`config.mk`:
```
export PLATFORM = sky130hd
export DESIGN_NAME = data_mem_ctrl_flat
export DESIGN_NICKNAME = d
export VERILOG_FILES = /design/src/rtl/rv32_mem_pkg.sv /design/src/rtl/data_mem_ctrl_if.sv /design/src/rtl/mem_lane_align.sv /design/src/rtl/data_mem_ctrl.sv /design/src/flat_wrapper.sv
export SDC_FILE = /design/constraint.sdc
export NUM_CORES = 1
export LEC_CHECK = 0
export ABC_CLOCK_PERIOD_IN_PS = 4600
export CAP_MARGIN = 5
export CORE_ASPECT_RATIO = 1.5
export CORE_UTILIZATION = 49
export CTS_CLUSTER_DIAMETER = 30
export DETAILED_ROUTE_END_ITERATION = 10
export PLACE_DENSITY_LB_ADDON = 0.15
export SYNTH_ARGS = -nofsm -noshare
export SYNTH_HDL_FRONTEND = slang
export SYNTH_HIERARCHICAL = 1
export SYNTH_SLANG_ARGS = --single-unit
```
`constraint.sdc`:
```
create_clock -name CLK -period 4.6 [get_ports CLK]
set_input_delay 0.92 -clock CLK [delete_from_list [all_inputs] [get_ports CLK]]
set_output_delay 0.92 -clock CLK [all_outputs]
set_load 0.02 [all_outputs]
```
`src/rtl/rv32_mem_pkg.sv`:
```
// Shared funct3 encodings, controller FSM states and the byte-enable width.
// No logic; the misalignment helper is pure combinational.
package rv32_mem_pkg;

    localparam logic [2:0] F3_LB  = 3'b000;
    localparam logic [2:0] F3_LH  = 3'b001;
    localparam logic [2:0] F3_LW  = 3'b010;
    localparam logic [2:0] F3_LBU = 3'b100;
    localparam logic [2:0] F3_LHU = 3'b101;

    localparam int BE_W = 4;

    typedef enum logic [1:0] {
        ST_IDLE  = 2'b00,
        ST_READ  = 2'b01,
        ST_WRITE = 2'b10,
        ST_DONE  = 2'b11
    } state_t;

    // Unsupported funct3 codes fall into the word case.
    function automatic logic is_misaligned(input logic [2:0] f3, input logic [1:0] a);
        case (f3)
            F3_LB, F3_LBU: return 1'b0;
            F3_LH, F3_LHU: return a[0];
            default:       return (a != 2'b00);
        endcase
    endfunction

endpackage

```
`src/rtl/data_mem_ctrl_if.sv`:
```
// Word-addressed data-memory bus: controller drives strobes/address/data, memory returns data and a one-cycle ready.
// Strobes hold until MEM_READY; no other backpressure.
interface data_mem_ctrl_if
    import rv32_mem_pkg::*;
#(
    parameter int ADDR_W = 32
);
    logic              MEM_READ;
    logic              MEM_WRITE;
    logic [ADDR_W-3:0] MEM_ADDR;
    logic [31:0]       MEM_WDATA;
    logic [BE_W-1:0]   MEM_BYTEEN;
    logic [31:0]       MEM_RDATA;
    logic              MEM_READY;

    modport master (
        output MEM_READ, MEM_WRITE, MEM_ADDR, MEM_WDATA, MEM_BYTEEN,
        input  MEM_RDATA, MEM_READY
    );

    modport slave (
        input  MEM_READ, MEM_WRITE, MEM_ADDR, MEM_WDATA, MEM_BYTEEN,
        output MEM_RDATA, MEM_READY
    );
endinterface

```
`src/rtl/mem_lane_align.sv`:
```
// Byte-enable generation, store lane replication and load lane extraction/extension.
// Purely combinational, zero latency.
module mem_lane_align
    import rv32_mem_pkg::*;
(
    input  logic [2:0]      i_func3,
    input  logic [1:0]      i_addr_lo,
    input  logic [31:0]     i_wdata,
    input  logic [31:0]     i_rdata,
    output logic [BE_W-1:0] o_byteen,
    output logic [31:0]     o_wdata,
    output logic [31:0]     o_rdata
);
    logic [31:0] w_shift;
    logic [7:0]  w_byte;
    logic [15:0] w_half;

    always_comb begin
        w_shift  = i_rdata >> {i_addr_lo, 3'b000};
        w_byte   = w_shift[7:0];
        w_half   = w_shift[15:0];
        o_byteen = 4'b1111;
        o_wdata  = i_wdata;
        o_rdata  = i_rdata;
        case (i_func3)
            F3_LB, F3_LBU: begin
                o_byteen = 4'b0001 << i_addr_lo;
                o_wdata  = {4{i_wdata[7:0]}};
                o_rdata  = (i_func3 == F3_LB) ? {{24{w_byte[7]}}, w_byte} : {24'h0, w_byte};
            end
            F3_LH, F3_LHU: begin
                o_byteen = 4'b0011 << i_addr_lo;
                o_wdata  = {2{i_wdata[15:0]}};
                o_rdata  = (i_func3 == F3_LH) ? {{16{w_half[15]}}, w_half} : {16'h0, w_half};
            end
            default: ;
        endcase
    end

endmodule

```
`src/rtl/data_mem_ctrl.sv`:
```
// MEM-stage controller: turns RV32 loads/stores into word transactions with byte enables.
// Stall = k+1 cycles for READY in cycle k; BUSYWAIT holds the pipeline until the cycle after MEM_READY.
module data_mem_ctrl
    import rv32_mem_pkg::*;
#(
    parameter int ADDR_W = 32
) (
    input  logic              CLK,
    input  logic              RESET,
    input  logic              READ_IN,
    input  logic              WRITE_IN,
    input  logic [2:0]        FUNC3_IN,
    input  logic [ADDR_W-1:0] ADDR_IN,
    input  logic [31:0]       WDATA_IN,
    output logic              BUSYWAIT,
    output logic [31:0]       RDATA_OUT,
    output logic              MISALIGNED_OUT,
    data_mem_ctrl_if.master   mem_bus
);
    state_t            r_state;
    state_t            w_state_nxt;
    logic [ADDR_W-1:0] r_addr;
    logic [2:0]        r_func3;
    logic [31:0]       r_wdata;
    logic [31:0]       r_rdata;

    logic              w_req;
    logic              w_req_mis;
    logic              w_busy;
    logic              w_mis;
    logic              w_latch;
    logic              w_capture;
    logic              w_mem_rd;
    logic              w_mem_wr;
    logic [BE_W-1:0]   w_byteen;
    logic [31:0]       w_wdata_rep;
    logic [31:0]       w_rdata_ext;

    assign w_req     = READ_IN | WRITE_IN;
    assign w_req_mis = is_misaligned(FUNC3_IN, ADDR_IN[1:0]);

    // Aligner works only on latched fields so the bus stays stable while the pipeline input may change.
    mem_lane_align u_align (
        .i_func3   (r_func3),
        .i_addr_lo (r_addr[1:0]),
        .i_wdata   (r_wdata),
        .i_rdata   (mem_bus.MEM_RDATA),
        .o_byteen  (w_byteen),
        .o_wdata   (w_wdata_rep),
        .o_rdata   (w_rdata_ext)
    );

    always_comb begin
        w_state_nxt = r_state;
        w_busy      = 1'b0;
        w_mis       = 1'b0;
        w_latch     = 1'b0;
        w_capture   = 1'b0;
        w_mem_rd    = 1'b0;
        w_mem_wr    = 1'b0;
        case (r_state)
            ST_IDLE: begin
                if (w_req) begin
                    if (w_req_mis) begin
                        w_mis = 1'b1;
                    end else begin
                        w_busy      = 1'b1;
                        w_latch     = 1'b1;
                        w_state_nxt = WRITE_IN ? ST_WRITE : ST_READ;
                    end
                end
            end
            ST_READ: begin
                w_busy   = 1'b1;
                w_mem_rd = 1'b1;
                if (mem_bus.MEM_READY) begin
                    w_capture   = 1'b1;
                    w_state_nxt = ST_DONE;
                end
            end
            ST_WRITE: begin
                w_busy   = 1'b1;
                w_mem_wr = 1'b1;
                if (mem_bus.MEM_READY) w_state_nxt = ST_DONE;
            end
            // Inputs still carry the finished instruction here, so they are not looked at.
            ST_DONE: w_state_nxt = ST_IDLE;
            default: w_state_nxt = ST_IDLE;
        endcase
    end

    always_ff @(posedge CLK or negedge RESET) begin
        if (!RESET) begin
            r_state <= ST_IDLE;
            r_addr  <= '0;
            r_func3 <= '0;
            r_wdata <= '0;
            r_rdata <= '0;
        end else begin
            r_state <= w_state_nxt;
            if (w_latch) begin
                r_addr  <= ADDR_IN;
                r_func3 <= FUNC3_IN;
                r_wdata <= WDATA_IN;
            end
            if (w_capture) r_rdata <= w_rdata_ext;
        end
    end

    // IDLE-cycle stall is combinational on the request, so mask it while reset is asserted.
    assign BUSYWAIT           = RESET & w_busy;
    assign MISALIGNED_OUT     = RESET & w_mis;
    assign RDATA_OUT          = r_rdata;
    assign mem_bus.MEM_READ   = w_mem_rd;
    assign mem_bus.MEM_WRITE  = w_mem_wr;
    assign mem_bus.MEM_ADDR   = r_addr[ADDR_W-1:2];
    assign mem_bus.MEM_WDATA  = w_wdata_rep;
    assign mem_bus.MEM_BYTEEN = w_byteen;

endmodule
```
`src/flat_wrapper.sv`:
```
// flat-port wrapper written by rule: the top's interface ports become plain ports
module data_mem_ctrl_flat import rv32_mem_pkg::*;
#(
    parameter int ADDR_W = 32
)
  (CLK, RESET, READ_IN, WRITE_IN, FUNC3_IN, ADDR_IN, WDATA_IN, BUSYWAIT, RDATA_OUT, MISALIGNED_OUT, mem_bus_MEM_READ, mem_bus_MEM_WRITE, mem_bus_MEM_ADDR, mem_bus_MEM_WDATA, mem_bus_MEM_BYTEEN, mem_bus_MEM_RDATA, mem_bus_MEM_READY);
  data_mem_ctrl_if #(.ADDR_W(ADDR_W)) mem_bus_i ();
  input  logic CLK;
  input  logic RESET;
  input  logic READ_IN;
  input  logic WRITE_IN;
  input  logic [2:0] FUNC3_IN;
  input  logic [ADDR_W-1:0] ADDR_IN;
  input  logic [31:0] WDATA_IN;
  output logic BUSYWAIT;
  output logic [31:0] RDATA_OUT;
  output logic MISALIGNED_OUT;
  output wire logic [$bits(mem_bus_i.MEM_READ)-1:0] mem_bus_MEM_READ;
  output wire logic [$bits(mem_bus_i.MEM_WRITE)-1:0] mem_bus_MEM_WRITE;
  output wire logic [$bits(mem_bus_i.MEM_ADDR)-1:0] mem_bus_MEM_ADDR;
  output wire logic [$bits(mem_bus_i.MEM_WDATA)-1:0] mem_bus_MEM_WDATA;
  output wire logic [$bits(mem_bus_i.MEM_BYTEEN)-1:0] mem_bus_MEM_BYTEEN;
  input wire logic [$bits(mem_bus_i.MEM_RDATA)-1:0] mem_bus_MEM_RDATA;
  input wire logic [$bits(mem_bus_i.MEM_READY)-1:0] mem_bus_MEM_READY;
  assign mem_bus_MEM_READ = mem_bus_i.MEM_READ;
  assign mem_bus_MEM_WRITE = mem_bus_i.MEM_WRITE;
  assign mem_bus_MEM_ADDR = mem_bus_i.MEM_ADDR;
  assign mem_bus_MEM_WDATA = mem_bus_i.MEM_WDATA;
  assign mem_bus_MEM_BYTEEN = mem_bus_i.MEM_BYTEEN;
  assign mem_bus_i.MEM_RDATA = mem_bus_MEM_RDATA;
  assign mem_bus_i.MEM_READY = mem_bus_MEM_READY;
  data_mem_ctrl #(.ADDR_W(ADDR_W)) u_core (.CLK(CLK), .RESET(RESET), .READ_IN(READ_IN), .WRITE_IN(WRITE_IN), .FUNC3_IN(FUNC3_IN), .ADDR_IN(ADDR_IN), .WDATA_IN(WDATA_IN), .BUSYWAIT(BUSYWAIT), .RDATA_OUT(RDATA_OUT), .MISALIGNED_OUT(MISALIGNED_OUT), .mem_bus(mem_bus_i));
endmodule
```
==> metrics.md, run 1 <==
| Metric | Value |
|---|---|
| Maxcap violations | `0` |
| Reg power frac | `0.278` |
| CP max stage cell | `or2_0` |
| Crit Path Max Fanout | `13` |
| Part of the power in combinational logic | `0.602` |
| Commonest cells post-synth | `dfrtp_1, mux2_2, buf_4` |
| FMAX | `~270 MHz` |
| Hold_buf cts | `0` |
| Layout cells sized above 1 | `0.192` |
| IO Port Bufs | `just over 200` |
| Power per cell area | `781 nW/µm²` |
| Synth Instances | `465` |
| Routability Congestion | `0.875` |
| Htree depth | `3` |
| CP Class | `register to primary output` |
| DRT Wirelength | `between 10 and 15 mm` |
| Critical path arrival | `between 2000 and 3000 ps` |
| Vias in the first global route | `4,451` |
| Final min period | `around 3800 ps` |
| #FFs+latches synth | `just over 100` |
| Area of the core | `about 11,000 µm²` |
| I/O pin count | `just over 200` |
| Clock share of power | `0.120` |
| Pin count of the biggest net entering global routing | `a little over 80` |
| Pins Over Slew Limit | `0` |
| Routed Antenna Nets | `0` |
| Antenna violations before repair | `0` |
| Total CTS buffers | `9` |
| Die footprint | `~12,000 µm²` |
| Routed len/inst | `19.1 µm` |
| Slew HR | `0.321` |
| Area grow syn2layout | `37.4%` |
| Cell Area, Synth | `roughly 5600 µm²` |
| Hold Crit Class | `input port to async pin` |
| Measured slew at the worst slew-check pin | `1020 ps` |
| Final hold viol count | `0` |
| Yosys cell types | `45` |
| DRT iter0 DRCs | `~210` |
| Worst path required time | `~3700 ps` |
| Inserted Diodes | `0` |
| Setup crit end kind | `primary output` |
| Crit-path cells | `or2_0, mux2_2, clkdlybuf4s50_1` |
| Switching Power | `2.44 mW` |
| DR vias/cell | `5.41` |
| Setup tns final | `0 ps` |
| Syn_nets | `574` |
| Chip height | `133 µm` |
| Yosys top cell area share | `0.450` |
| Share of synthesized registers carrying an async set or reset | `1.00` |
| Grt total ovfl | `0` |
| Number of enable flip-flop cells after synthesis | `0` |
| Worst Setup Start Kind | `register` |
| Biggest cell delay along the critical path | `a little under 800 ps` |
| Worst Setup SP | `u_core/r_func3[0]` |
| Net Sw Frac | `0.405` |
| Postcts setup bufs | `0` |
| Initial Util | `0.505` |
| Most frequent cell after synthesis | `dfrtp_1` |
| Via Count | `about 4,200` |
| Worst-path clk slew | `70 ps` |
| CTS Buffer Depth | `2` |
| Clock Skews | `5.09 ps` |
| Synth Flop Type | `dfrtp_1` |
| Total GRT Usage | `0.257` |
| Area leader, netlist | `dfrtp_1` |
| Worst vdd ir | `roughly 0.00048 V` |
| First-pass GRT wire length | `~23 mm` |
| Reg2Reg Depth | `5` |
| Resize count post-CTS | `0` |
| R2R Setup Slk | `1980 ps` |
| Clk Latency, worst-skew pair | `340 ps` |
| Critical R2R Launch | `u_core/r_addr[1]` |
| Worst reg2reg endpoint | `u_core/RDATA_OUT[31]` |
| First drt pass iteration count | `5` |
| Stages on worst setup path | `3` |
| Worst Path Buf+Inv | `1` |
| CP delay by family, top | `simple AND/OR/NAND/NOR gates` |
| Post-route DRC violation count | `0` |
| Clock sink count | `101` |
| CP Capture Point | `mem_bus_MEM_WDATA[15]` |
| Post-synthesis area per instance | `12.1 µm²` |
| Status | `complete, no violations` |
| Leakage Power | `~3.3 nW` |
| Hold slack | `between 400 and 500 ps` |
| # nets final | `730` |
| Final setup vio count | `0` |
| Register area share after synthesis | `0.450` |
| TritonCTS clock tree | `built` |
| Unrepaired setup endpoints after global routing | `no` |
| Int Power | `roughly 3.6 mW` |
| Number of cell rows | `between 40 and 50` |
| Synth area leaders | `dfrtp_1, mux2_2, mux2_4, mux2_1, buf_4` |
| Synthesis Warnings | `6` |
| Root buffer cell | `clkbuf_16` |
| Hpwl dp | `about 11 mm` |
| Fin crit share | `0.818` |
| Die Wd | `approximately 89 µm` |
[metal layers]
metal  share of wire  track usage  up-vias
met3           0.070       0.0692       30
li1                -            -     1930
met4           0.038        0.121        0
met1            0.37        0.282     2040
met5               0            0        -
met2            0.52        0.447      178
[power groups by stage]
| stage | clock, mW | sequential, mW | combinational, mW |
|---|---|---|---|
| final | 0.723 | 1.67 | 3.62 |
| after detailed placement | 0 | 1.69 | 3.63 |
| after global placement | 0 | 1.67 | 3.58 |
| after CTS | 0.740 | 1.68 | 3.64 |
| after global routing | 0.764 | 1.74 | 3.86 |
| after floorplan | 0 | 1.73 | 2.32 |
[layout make-up]
| class | instances | area [µm²] |
|---|---|---|
| clock buffer | 11 | 243 |
| clock inverter | 4 | 32.5 |
| fill | 826 | 3400 |
| inverter | 10 | 37.5 |
| multi-input combinational | 286 | 2580 |
| sequential | 101 | 2530 |
| tap | 147 | 184 |
| timing repair buffer | 213 | 2110 |
[flip-flops by register name (all words and copies together) (netlist names)]
name / cells
u_core/r_addr: 32
u_core/r_wdata: 32
u_core/r_state: 2
u_core/r_func3: 3
u_core/RDATA_OUT: 32
[worst min path at each step]
stage / depth (start not counted) / from / endpoint
final: 1 / RESET / u_core/RDATA_OUT[25]
after CTS: 1 / RESET / u_core/RDATA_OUT[25]
after global placement: 1 / u_core/r_addr[18] / u_core/r_addr[18]
after global routing: 1 / RESET / u_core/RDATA_OUT[25]
after floorplan: 1 / u_core/r_wdata[31] / u_core/r_wdata[31]
after detailed placement: 1 / u_core/r_addr[6] / u_core/r_addr[6]
[worst register-to-register path, stage by stage, from the launching register on]
cell,delay [ps]
dfrtp_1,840
buf_4,340
nand2_1,90
o221ai_2,640
o21ai_0,290
mux2_2,320
[cells in the final DEF, fill, tap and decap left out, drive strengths merged, types with 3 or more instances in the layout]
master / n
a221oi: 4
a21oi: 3
buf: 9
a221o: 3
clkbuf: 11
a31oi: 3
o211a: 3
mux2: 122
a22oi: 7
nor3b: 3
inv: 12
o211ai: 4
a2bb2oi: 4
mux2i: 16
nand2: 33
nor2b: 8
clkdlybuf4s50: 204
nand2b: 6
dfrtp: 101
ha: 5
o21ai: 34
nor2: 9
[metrics by stage]
step	power, mW	setup slack, ps	cells	instance area, µm²	util
after floorplan	4.05	1970	465	5610	-
after global placement	5.25	1120	757	7440	0.669
after detailed placement	5.32	1100	757	7440	0.669
after CTS	6.07	838	772	7710	0.694
after global routing	6.36	731	772	7710	0.694
final	6.02	837	772	7710	0.694
[kinds of logic (layout without fill, tap and decap cells)]
group / after synthesis / count (layout) / share of synthesized area
AO/OA/AOI/OAI: 78 / 78 / 0.0967
adder cells (fa/ha/maj): 5 / 5 / 0.0111
buffers and inverters: 78 / 238 / 0.0918
flip-flops: 101 / 101 / 0.450
multiplexers: 138 / 138 / 0.294
AND/OR/NAND/NOR: 65 / 65 / 0.0560
(Power assumes the default switching activity.)
==> run 2, diff against run 1 <==
--- a/config.mk
+++ b/config.mk
@@ -5,10 +5,10 @@
 export SDC_FILE = /design/constraint.sdc
 export NUM_CORES = 1
 export LEC_CHECK = 0
-export ABC_CLOCK_PERIOD_IN_PS = 4600
+export ABC_CLOCK_PERIOD_IN_PS = 3700
 export CAP_MARGIN = 5
 export CORE_ASPECT_RATIO = 1.5
-export CORE_UTILIZATION = 49
+export CORE_UTILIZATION = 45
 export CTS_CLUSTER_DIAMETER = 30
 export DETAILED_ROUTE_END_ITERATION = 10
 export PLACE_DENSITY_LB_ADDON = 0.15
==> constraint.sdc (replaced) <==
create_clock -name CLK -period 3.7 [get_ports CLK]
set_input_delay 0.74 -clock CLK [delete_from_list [all_inputs] [get_ports CLK]]
set_output_delay 0.74 -clock CLK [all_outputs]
set_load 0.02 [all_outputs]
==> metrics.md, run 2 (same netlist as run 1, synthesis figures left out) <==
| Metric | Value |
|---|---|
| Status | `complete, no violations (unchanged)` |
| Routability Congestion | `0.818 (was 0.875)` |
| Global routing met3 resource utilization | `0.0620 (was 0.0692)` |
| TritonCTS clock tree | `built (unchanged)` |
| DRT Wirelength | `14.9 mm (was 14.7 mm)` |
| Power per cell area | `986 nW/µm² (was 781 nW/µm²)` |
| Crit Path Max Fanout | `4 (was 13)` |
| Non-filler instance count after layout | `779 (was 772)` |
| Die footprint | `12,900 µm² (was 11,900 µm²)` |
| Met2 usage | `0.400 (was 0.447)` |
| Initial Util | `0.465 (was 0.505)` |
| Area of the core | `12,100 µm² (was 11,100 µm²)` |
| Antenna violations before repair | `0 (unchanged)` |
| CTS Buffer Depth | `2 (unchanged)` |
| Chip height | `139 µm (was 133 µm)` |
| Root buffer cell | `clkbuf_16 (unchanged)` |
| Vias in the first global route | `4,529 (was 4,451)` |
| Htree depth | `3 (unchanged)` |
| Die Wd | `93.2 µm (was 89.4 µm)` |
| Leakage Power | `3.39 nW (was 3.34 nW)` |
| DR vias/cell | `5.40 (was 5.41)` |
| Inserted Diodes | `0 (unchanged)` |
| Multi-input logic area | `2580 µm² (unchanged)` |
| Critical R2R Launch | `u_core/r_func3[0] (was u_core/r_addr[1])` |
| Measured slew at the worst slew-check pin | `939 ps (was 1020 ps)` |
| Clk Latency, worst-skew pair | `340 ps (about the same)` |
| Met1 GRT Util | `0.263 (was 0.282)` |
| PnR Total Power | `7.69 mW (was 6.02 mW)` |
| Pin count of the biggest net entering global routing | `74 (was 82)` |
| Setup tns final | `0 ps (unchanged)` |
| R2R Setup Slk | `1130 ps (was 1980 ps)` |
| Via Count | `4,205 (was 4,178)` |
| Total GRT Usage | `0.235 (was 0.257)` |
| Hpwl dp | `10.9 mm (was 10.7 mm)` |
| First drt pass iteration count | `6 (was 5)` |
| Routed len/inst | `19.1 µm (about the same)` |
| Total CTS buffers | `9 (unchanged)` |
| Worst vdd ir | `0.000589 V (was 0.000476 V)` |
| DRT iter0 DRCs | `127 (was 211)` |
| Maxcap violations | `0 (unchanged)` |
| Final hold viol count | `0 (unchanged)` |
| FF+latch area | `2530 µm² (unchanged)` |
| Clock Skews | `4.59 ps (was 5.09 ps)` |
| Post-route DRC violation count | `0 (unchanged)` |
| Resize count post-CTS | `0 (unchanged)` |
| First-pass GRT wire length | `23.2 mm (was 22.9 mm)` |
| Unrepaired setup endpoints after global routing | `no (unchanged)` |
| Clock sink count | `101 (unchanged)` |
| Most frequent cells in the layout | `clkdlybuf4s50_1, dfrtp_1, mux2_2 (unchanged)` |
| Fin util | `0.646 (was 0.694)` |
| Area grow syn2layout | `39.0% (was 37.4%)` |
| Postcts setup bufs | `0 (unchanged)` |
| Fin crit share | `0.851` |
| Worst path required time | `2960 ps (was 3680 ps)` |
| Reg2Reg Depth | `5 (unchanged)` |
| Hold_buf cts | `0 (unchanged)` |
| Hold Crit Class | `input port to async pin (unchanged)` |
| IO Port Bufs | `205 (unchanged)` |
| Most used routing layer | `met2 (unchanged)` |
| Worst reg2reg endpoint | `u_core/RDATA_OUT[31] (unchanged)` |
| Dpl cells | `764 (was 757)` |
| Routed Antenna Nets | `0 (unchanged)` |
| I/O pin count | `206 (unchanged)` |
| Worst-path clk slew | `70 ps (about the same)` |
| FMAX | `about 320 MHz` |
| Fillers | `997 (was 826)` |
| # nets final | `731 (was 730)` |
| Leading cell type in the layout, fill and taps excluded | `clkdlybuf4s50_1 (unchanged)` |
| Layout cells sized above 1 | `0.195 (was 0.192)` |
| Setup crit end kind | `primary output (unchanged)` |
| Pins Over Slew Limit | `0 (unchanged)` |
| Critical path arrival | `2410 ps (was 2840 ps)` |
| CP Class | `input port to primary output (was register to primary output)` |
| Slew HR | `0.374 (was 0.321)` |
| Number of cell rows | `49 (was 47)` |
| Final setup vio count | `0 (unchanged)` |
| Final min period | `about 3200 ps` |
| Worst Setup Start Kind | `input port (was register)` |
| Grt total ovfl | `0 (unchanged)` |
run 2: changes by cell type in the layout (fill, tap and decap cells not counted), sizes merged:
cell / delta
bufinv: +3
clkbuf: -2
buf: +1
clkinv: +1
clkinvlp: -1
inv: -1
run 2: worst max path at each step:
stage | from | end | slack, ps | depth (start not counted)
2_1_floorplan | FUNC3_IN[1] | BUSYWAIT | 1430 | 3
3_3_place_gp | WRITE_IN | BUSYWAIT | 580 | 5
3_5_place_dp | WRITE_IN | BUSYWAIT | 550 | 5
4_1_cts | u_core/r_func3[0] | mem_bus_MEM_WDATA[15] | 530 | 4
5_1_grt | WRITE_IN | BUSYWAIT | 430 | 5
6_report | WRITE_IN | BUSYWAIT | 550 | 5
run 2: worst max-delay path: stages:
cell             delay (ps)
clkdlybuf4s50_1         520
o21a_1                  230
a31oi_1                 110
nor3b_1                 180
clkdlybuf4s50_1         630
run 2: through the flow:
stage               setup slack [ps]  hold WS, ps  area (µm²)
CTS                              528          331        7800
global route                     427          347        7800
finish                           550          325        7800
detailed placement               550          484        7460
global placement                 576          474        7460
floorplan                       1430          444        5610
run 2: metal layers:
layer  routed length [µm]  vias to the layer above
li1                     -                     1927
met5                    0                        -
met2                 7640                      210
met1                 5450                     2028
met4                  718                        0
met3                 1070                       40
run 2: power by group:
part           internal, mW  leakage, nW  switching (mW)  total (mW)
clock                 0.659        0.162           0.416        1.08
sequential             1.67         1.21           0.408        2.07
combinational          2.33         2.02            2.22        4.54
run 2: final cells by class:
type | count | area share
clock buffers | 9 | 0.0289
flip-flops and latches | 101 | 0.324
well taps | 153 | 0.0245
clock inverters | 6 | 0.0143
repair buffers | 214 | 0.273
multi-input cells | 286 | 0.330
inverters | 10 | 0.00481
==> run 3, diff against run 2 <==
--- a/config.mk
+++ b/config.mk
@@ -11,7 +11,7 @@
 export CORE_UTILIZATION = 45
 export CTS_CLUSTER_DIAMETER = 30
 export DETAILED_ROUTE_END_ITERATION = 10
-export PLACE_DENSITY_LB_ADDON = 0.15
+export PLACE_DENSITY = 0.81
 export SYNTH_ARGS = -nofsm -noshare
 export SYNTH_HDL_FRONTEND = slang
 export SYNTH_HIERARCHICAL = 1
==> metrics.md, run 3 (same netlist as run 1, synthesis figures left out) <==
| Metric | Value |
|---|---|
| Status | `complete, no violations (unchanged)` |
| Int Power | `4.49 mW (was 4.65 mW)` |
| CP Class | `input port to primary output (unchanged)` |
| R2R Setup Slk | `1420 ps (was 1130 ps)` |
| Hold_buf cts | `0 (unchanged)` |
| Total CTS buffers | `9 (unchanged)` |
| Worst path required time | `2960 ps (about the same)` |
| Antenna violations before repair | `0 (unchanged)` |
| Non-filler instance count after layout | `781 (was 779)` |
| Routed len/inst | `19.5 µm (was 19.1 µm)` |
| Worst Slack Setup Final | `547 ps (was 550 ps)` |
| Worst Setup Start Kind | `input port (unchanged)` |
| Inserted Diodes | `0 (unchanged)` |
| Layout cells sized above 1 | `0.197 (was 0.195)` |
| Placed Area | `7470 µm² (was 7460 µm²)` |
| Final hold viol count | `0 (unchanged)` |
| Measured slew at the worst slew-check pin | `866 ps (was 939 ps)` |
| Dpl cells | `765 (was 764)` |
| PnR Total Power | `7.56 mW (was 7.69 mW)` |
| Critical path arrival | `2410 ps (about the same)` |
| Worst-path clk slew | `70 ps (about the same)` |
| Final min period | `3150 ps (about the same)` |
| Worst reg2reg endpoint | `u_core/RDATA_OUT[19] (was u_core/RDATA_OUT[31])` |
| Die Wd | `93.2 µm (unchanged)` |
| Hold Crit Class | `input port to async pin (unchanged)` |
| Net Sw Frac | `0.406 (was 0.395)` |
| Critical R2R Launch | `u_core/r_func3[0] (unchanged)` |
| Power per cell area | `973 nW/µm² (was 986 nW/µm²)` |
| Maxcap violations | `0 (unchanged)` |
| Via Count | `4,306 (was 4,205)` |
| Clk Latency, worst-skew pair | `340 ps (about the same)` |
| Reg2Reg Depth | `5 (unchanged)` |
| # nets final | `732 (was 731)` |
| Hpwl dp | `11.2 mm (was 10.9 mm)` |
| Pins Over Slew Limit | `0 (unchanged)` |
| Worst Path Buf+Inv | `2 (unchanged)` |
| Final setup vio count | `0 (unchanged)` |
| Vias in the first global route | `4,474 (was 4,529)` |
| Chip height | `139 µm (unchanged)` |
| Leakage Power | `3.37 nW (was 3.39 nW)` |
| Setup tns final | `0 ps (unchanged)` |
| Grt total ovfl | `0 (unchanged)` |
| Post-route DRC violation count | `0 (unchanged)` |
| Root buffer cell | `clkbuf_16 (unchanged)` |
| Fin util | `0.643 (was 0.646)` |
| I/O pin count | `206 (unchanged)` |
| Clock Skews | `6.36 ps (was 4.59 ps)` |
| First drt pass iteration count | `5 (was 6)` |
| Htree depth | `3 (unchanged)` |
| Die footprint | `12,900 µm² (unchanged)` |
| CP max stage cell | `clkdlybuf4s50_1 (unchanged)` |
| Part of the power in combinational logic | `0.611 (was 0.591)` |
| Total GRT Usage | `0.243 (was 0.235)` |
| CTS Buffer Depth | `2 (unchanged)` |
| Postcts setup bufs | `0 (unchanged)` |
| Worst Setup Slack post-DPL | `554 ps (was 550 ps)` |
| Setup crit end kind | `primary output (unchanged)` |
| DRT iter0 DRCs | `236 (was 127)` |
| CP delay by family, top | `buffers and inverters (unchanged)` |
| Final Cell Area | `7770 µm² (was 7800 µm²)` |
| Unrepaired setup endpoints after global routing | `no (unchanged)` |
| Resize count post-CTS | `0 (unchanged)` |
| Leading cell type in the layout, fill and taps excluded | `clkdlybuf4s50_1 (unchanged)` |
| Area of the core | `12,100 µm² (unchanged)` |
| FMAX | `317 MHz (about the same)` |
| Hold slack | `482 ps (was 325 ps)` |
| Routed Antenna Nets | `0 (unchanged)` |
| TritonCTS clock tree | `built (unchanged)` |
| Most frequent cells in the layout | `clkdlybuf4s50_1, dfrtp_1, mux2_2 (unchanged)` |
| DRT Wirelength | `15.2 mm (was 14.9 mm)` |
| Clock sink count | `101 (unchanged)` |
| Number of cell rows | `49 (unchanged)` |
| First-pass GRT wire length | `23.9 mm (was 23.2 mm)` |
| Crit Path Max Fanout | `4 (unchanged)` |
| Biggest cell delay along the critical path | `630 ps (about the same)` |
| IO Port Bufs | `205 (unchanged)` |
| Crit-path cells | `clkdlybuf4s50_1, o21a_1, a31oi_1, nor3b_1, clkdlybuf4s50_1 (unchanged)` |
| DR vias/cell | `5.51 (was 5.40)` |
| Worst vdd ir | `0.000600 V (was 0.000589 V)` |
| Slew HR | `0.423 (was 0.374)` |
| Clock share of power | `0.123 (was 0.140)` |
| Routability Congestion | `0.876 (was 0.818)` |
| Area grow syn2layout | `38.4% (was 39.0%)` |
| Top cell by count, worst path | `clkdlybuf4s50_1 (unchanged)` |
| Pin count of the biggest net entering global routing | `68 (was 74)` |
| Reg power frac | `0.266 (was 0.270)` |
| Switching Power | `3.07 mW (was 3.04 mW)` |
| Initial Util | `0.465 (unchanged)` |
| Fin crit share | `0.852 (was 0.851)` |
## run 3: cell count changes in the layout (fill, tap and decap cells not counted)
cell,change
bufinv_16,-3
clkbuf_8,+2
clkinv_4,+2
buf_4,+1
clkinv_2,-1
inv_6,+1
## run 3: layout make-up
| cell class | instances | area, µm² |
|---|---|---|
| clock buffer | 11 | 253 |
| clock inverter | 5 | 42.5 |
| fill | 929 | 4310 |
| inverter | 10 | 37.5 |
| multi-input combinational | 286 | 2580 |
| sequential | 101 | 2530 |
| tap | 153 | 191 |
| timing repair buffer | 215 | 2140 |
## run 3: power groups by stage
stage                     Clock, mW  Combinational [mW]  Sequential [mW]
final                         0.927                4.62             2.01
after global routing           1.01                4.88             2.08
after CTS                     0.952                4.63             2.02
after detailed placement          0                4.61             2.04
after global placement            0                4.50             2.00
after floorplan                   0                2.88             2.15
## run 3: worst max path at each step
stage | from | endpoint | slack [ps] | cells after the start
floorplan | FUNC3_IN[1] | BUSYWAIT | 1430 | 3
global placement | WRITE_IN | BUSYWAIT | 570 | 5
detailed placement | WRITE_IN | BUSYWAIT | 550 | 5
CTS | WRITE_IN | BUSYWAIT | 560 | 5
global route | WRITE_IN | BUSYWAIT | 500 | 5
finish | WRITE_IN | BUSYWAIT | 550 | 5
## run 3: layer usage
metal  GRT usage  wire [µm]  vias to the layer above
met3      0.0488       1060                       38
met2       0.433       8230                      231
met4       0.112        538                        0
li1            -          -                     1936
met5           0          0                        -
met1       0.274       5400                     2101
==> edit 1 (flow settings as in run 3) <==
`ADDR_W` is set to 32 in 3 places; all go to 40.
--- a/src/rtl/data_mem_ctrl_if.sv
+++ b/src/rtl/data_mem_ctrl_if.sv
@@ -3,7 +3,7 @@
 interface data_mem_ctrl_if
     import rv32_mem_pkg::*;
 #(
-    parameter int ADDR_W = 32
+    parameter int ADDR_W = 40
 );
     logic              MEM_READ;
     logic              MEM_WRITE;
--- a/src/rtl/data_mem_ctrl.sv
+++ b/src/rtl/data_mem_ctrl.sv
@@ -3,7 +3,7 @@
 module data_mem_ctrl
     import rv32_mem_pkg::*;
 #(
-    parameter int ADDR_W = 32
+    parameter int ADDR_W = 40
 ) (
     input  logic              CLK,
     input  logic              RESET,
--- a/src/flat_wrapper.sv
+++ b/src/flat_wrapper.sv
@@ -1,7 +1,7 @@
 // flat-port wrapper written by rule: the top's interface ports become plain ports
 module data_mem_ctrl_flat import rv32_mem_pkg::*;
 #(
-    parameter int ADDR_W = 32
+    parameter int ADDR_W = 40
 )
   (CLK, RESET, READ_IN, WRITE_IN, FUNC3_IN, ADDR_IN, WDATA_IN, BUSYWAIT, RDATA_OUT, MISALIGNED_OUT, mem_bus_MEM_READ, mem_bus_MEM_WRITE, mem_bus_MEM_ADDR, mem_bus_MEM_WDATA, mem_bus_MEM_BYTEEN, mem_bus_MEM_RDATA, mem_bus_MEM_READY);
   data_mem_ctrl_if #(.ADDR_W(ADDR_W)) mem_bus_i ();
Interface: changed (resized ADDR_IN and mem_bus_MEM_ADDR); port bits go from 206 to 222. The function was not compared with the original's and may differ.
==> edit 1 against run 3 <==
Sequential share of layout area up 0.37 points. Critical path type is now flip-flop to primary output. First-iteration DRC count fell by 19%. Non-clock buffer count increased by 17. Design area grew 6.7%. Fmax decreased by 2.4%. Utilization is 0.94 points lower. Area after synthesis up 7.9%. Wire length grew 4.9%. Power is 5.9% higher. Synthesized cell count is 5.4% higher. Sequential cell count up 8. Cell count is 4.9% higher. Combinational power rose by 4%. Setup slack got worse by 0.078 ns.
==> edit 1: results (changes against run 3) <==
Layout area overhead 36.9%; count of multi-input gates 294 (+2.8%); syn nets 607 (+5.7%); Seq/total area 32.9% (+0.37 points); Final Wtd Congestion 0.895 (+2.1%); # nets final 773 (+5.6%); Lkg Pwr 3.66 nW (+8.5%); DP Wirelength 12000 µm (+7.3%); Seq/Total Area, Yosys 45.0% (about the same); I/O Buffers 221 (+7.8%); Worst Skew 0.00865 ns (+0.00230 ns); ranking of synthesized cells by area dfrtp_1, mux2_4, mux2_2, buf_4, mux2_1; M2 GR Usage 42.5% (-0.75 points); flop2flop setup slack 1.21 ns (-0.21 ns); filler instances 1026 (+10%); share of layout cells above drive strength 1 20.8% (+1.0 points); crit path to mem_bus_MEM_BYTEEN[2]; routed wl met2 8520 µm (+3.6%); final wirelength 16000 µm (+4.9%); first-pass GRT wire length 25100 µm (+4.9%); Post-Syn Area 6060 µm² (+7.9%); ClkCell Share 3.34% (-0.47 points); Non-clock buffer share 27.8% (+0.29 points); metal3 WL 889 µm (-16%); Worst R2R Start u_core/r_addr[1]$_DFFE_PN0P_; CP max FO 24 (+20); largest net degree at the start of global routing 65 (-4.4%); Max-slew headroom 45.4% (+3.2 points); outcome finished, final reports clean; GRT Total Usage 22.9% (-1.4 points); Plain + repair buffers 232 (+7.9%); routing usage on met3 4.74% (-0.14 points); vias in the first global route 4947 (+11%); Iter 0 DRT Violations 192 (-19%); worst hold slack 0.498 ns (+0.0161 ns); Yosys reg bits 109 (+7.9%); Hold Path Class flip-flop to flip-flop
[edit 1: cell types whose count changed after synthesis, sizes merged]
cell          run 3  this run
buf              63        72
dfrtp           101       109
mux2            122       130
[edit 1: through the flow]
step	std cells	util [%]	worst slack [ns]
finish	819	63.4	0.469
global route	819	63.4	0.308
CTS	819	63.4	0.486
detailed placement	804	61.3	0.490
global placement	804	61.3	0.572
floorplan	490	-	1.43
[edit 1: kinds of logic after synthesis]
family	Yosys count	synth area share (%)
multiplexers	146	30.0
AO/OA/AOI/OAI	78	8.97
buffers and inverters	87	9.79
flip-flops	109	45.0
AND/OR/NAND/NOR	65	5.19
adder cells (fa/ha/maj)	5	1.03
[edit 1: critical path, stage by stage (launching register included)]
cell             delay, ns
dfrtp_1               0.68
nor2b_1               0.60
a21oi_1               0.15
nand2_1               0.10
clkdlybuf4s50_1       0.61
[edit 1: power breakdown]
part           total [mW]  switching [mW]  internal [mW]
logic                4.82            2.29           2.53
registers            2.26           0.467           1.80
clock network       0.921           0.443          0.477
total                8.01            3.20           4.80
==> edit 2 (settings of run 3) <==
Without the edit above. The 4 states of `state_t` get a Gray code encoding in 2 bits.
--- a/src/rtl/rv32_mem_pkg.sv
+++ b/src/rtl/rv32_mem_pkg.sv
@@ -13,8 +13,8 @@
     typedef enum logic [1:0] {
         ST_IDLE  = 2'b00,
         ST_READ  = 2'b01,
-        ST_WRITE = 2'b10,
-        ST_DONE  = 2'b11
+        ST_WRITE = 2'b11,
+        ST_DONE  = 2'b10
     } state_t;
 
     // Unsupported funct3 codes fall into the word case.
Formal check against the unedited RTL: same outputs for any inputs over 4 cycles, from zero or initial values and one cycle with RESET low; so few cycles prove little.
==> edit 2 against run 3 <==
Die area decreased by 2.3%. Area after synthesis down 2.4%. Sequential cell count stayed put. Setup slack lost 0.16 ns. Largest power group unchanged. Fmax is 4.8% lower. Non-clock buffer count unchanged. First-iteration DRC count increased by 28%. Power down 9.1%. Design area fell by 1.9%. Wire length decreased by 2.6%. Critical path type unchanged. Clock skew barely moved. Register-to-register slack worse by 0.08 ns. Highest routed layer unchanged.
==> edit 2: results (changes against run 3) <==
Seq pwr share 29.5% (+2.9 points); share of layout cells above drive strength 1 14.8% (-4.9 points); Final Wtd Congestion 0.926 (+5.7%); worst hold slack 0.350 ns (-0.132 ns); DP Wirelength 11000 µm (-1.4%); routed wl met2 7930 µm (-3.7%); Post-Syn Area per Cell 11.6 µm² (-3.6%); Synth Area in Adders 0% (-1.1 points); ranking of synthesized cells by area dfrtp_1, mux2_1, mux2_2, buf_4, o21ai_0; CP peak stage delay 0.56 ns (-0.07 ns); metal3 WL 1170 µm (+10%); Worst R2R Start u_core/r_addr[1]$_DFFE_PN0P_; routing usage on met3 6.28% (+1.4 points); M2 GR Usage 42.6% (-0.65 points); Sw Share 39.4% (-1.1 points); most frequent cells after synthesis dfrtp_1, mux2_1, mux2_2; crit path to MISALIGNED_OUT; DR vias/cell 5.52 (+0.16%); post-synthesis mux area share 26.7% (-2.7 points); post-placement cell count 771 (+0.78%); vias in the first global route 4486 (+0.27%); syn nets 575 (+0.17%); met1 Use GR 25.0% (-2.4 points); GRT Total Usage 23.4% (-0.90 points); Worst Skew 0.00602 ns (-0.000332 ns); post-synthesis cell type count 47 (+4.4%); outcome finished, final reports clean; Combinational Power 3.86 mW (-16%); Lkg Pwr 3.14 nW (-7.1%); die extent in x 92.1 µm (-1.2%); Hold Path Class primary input to asynchronous set/reset pin; compound-gate portion of the synthesized area 11.4% (+1.7 points); final wirelength 14800 µm (-2.6%); Max VDD drop 0.510 mV (-15%); worst r2r dst u_core/RDATA_OUT[16]$_DFFE_PN0P_; WL met1 5180 µm (-4.2%); first-pass GRT wire length 22800 µm (-4.6%); # nets final 733 (+0.14%); CP max FO 7 (+3); crit path DAT 2.57 ns (+0.16 ns); Yosys warning count 6 (unchanged); flop2flop setup slack 1.34 ns (-0.08 ns)
[edit 2: cell types whose count changed in the layout (fill, tap and decap cells not counted), moves of 4 or more]
cell	run 3	this run
a31oi_1	3	8
ha_1	5	0
mux2_1	31	59
mux2_4	31	1
nor2_1	9	14
o21ai_0	30	34
[edit 2: area by class of cell]
| class | instances | area, µm² |
|---|---|---|
| inverter | 11 | 41.3 |
| tap | 153 | 191 |
| timing repair buffer | 215 | 2120 |
| clock buffer | 10 | 239 |
| multi-input combinational | 291 | 2420 |
| clock inverter | 6 | 68.8 |
| sequential | 101 | 2530 |
| fill | 968 | 4340 |
[edit 2: kinds of logic after synthesis]
family          count (synthesis)
buf+inv                        79
compound gates                 89
flops                         101
mux                           131
simple gates                   71
[edit 2: stage by stage]
stage,worst slack (ns),area [µm²]
6_report,0.387,7620
5_1_grt,0.349,7620
4_1_cts,0.423,7620
3_5_place_dp,0.420,7310
3_3_place_gp,0.518,7310
2_1_floorplan,1.36,5480
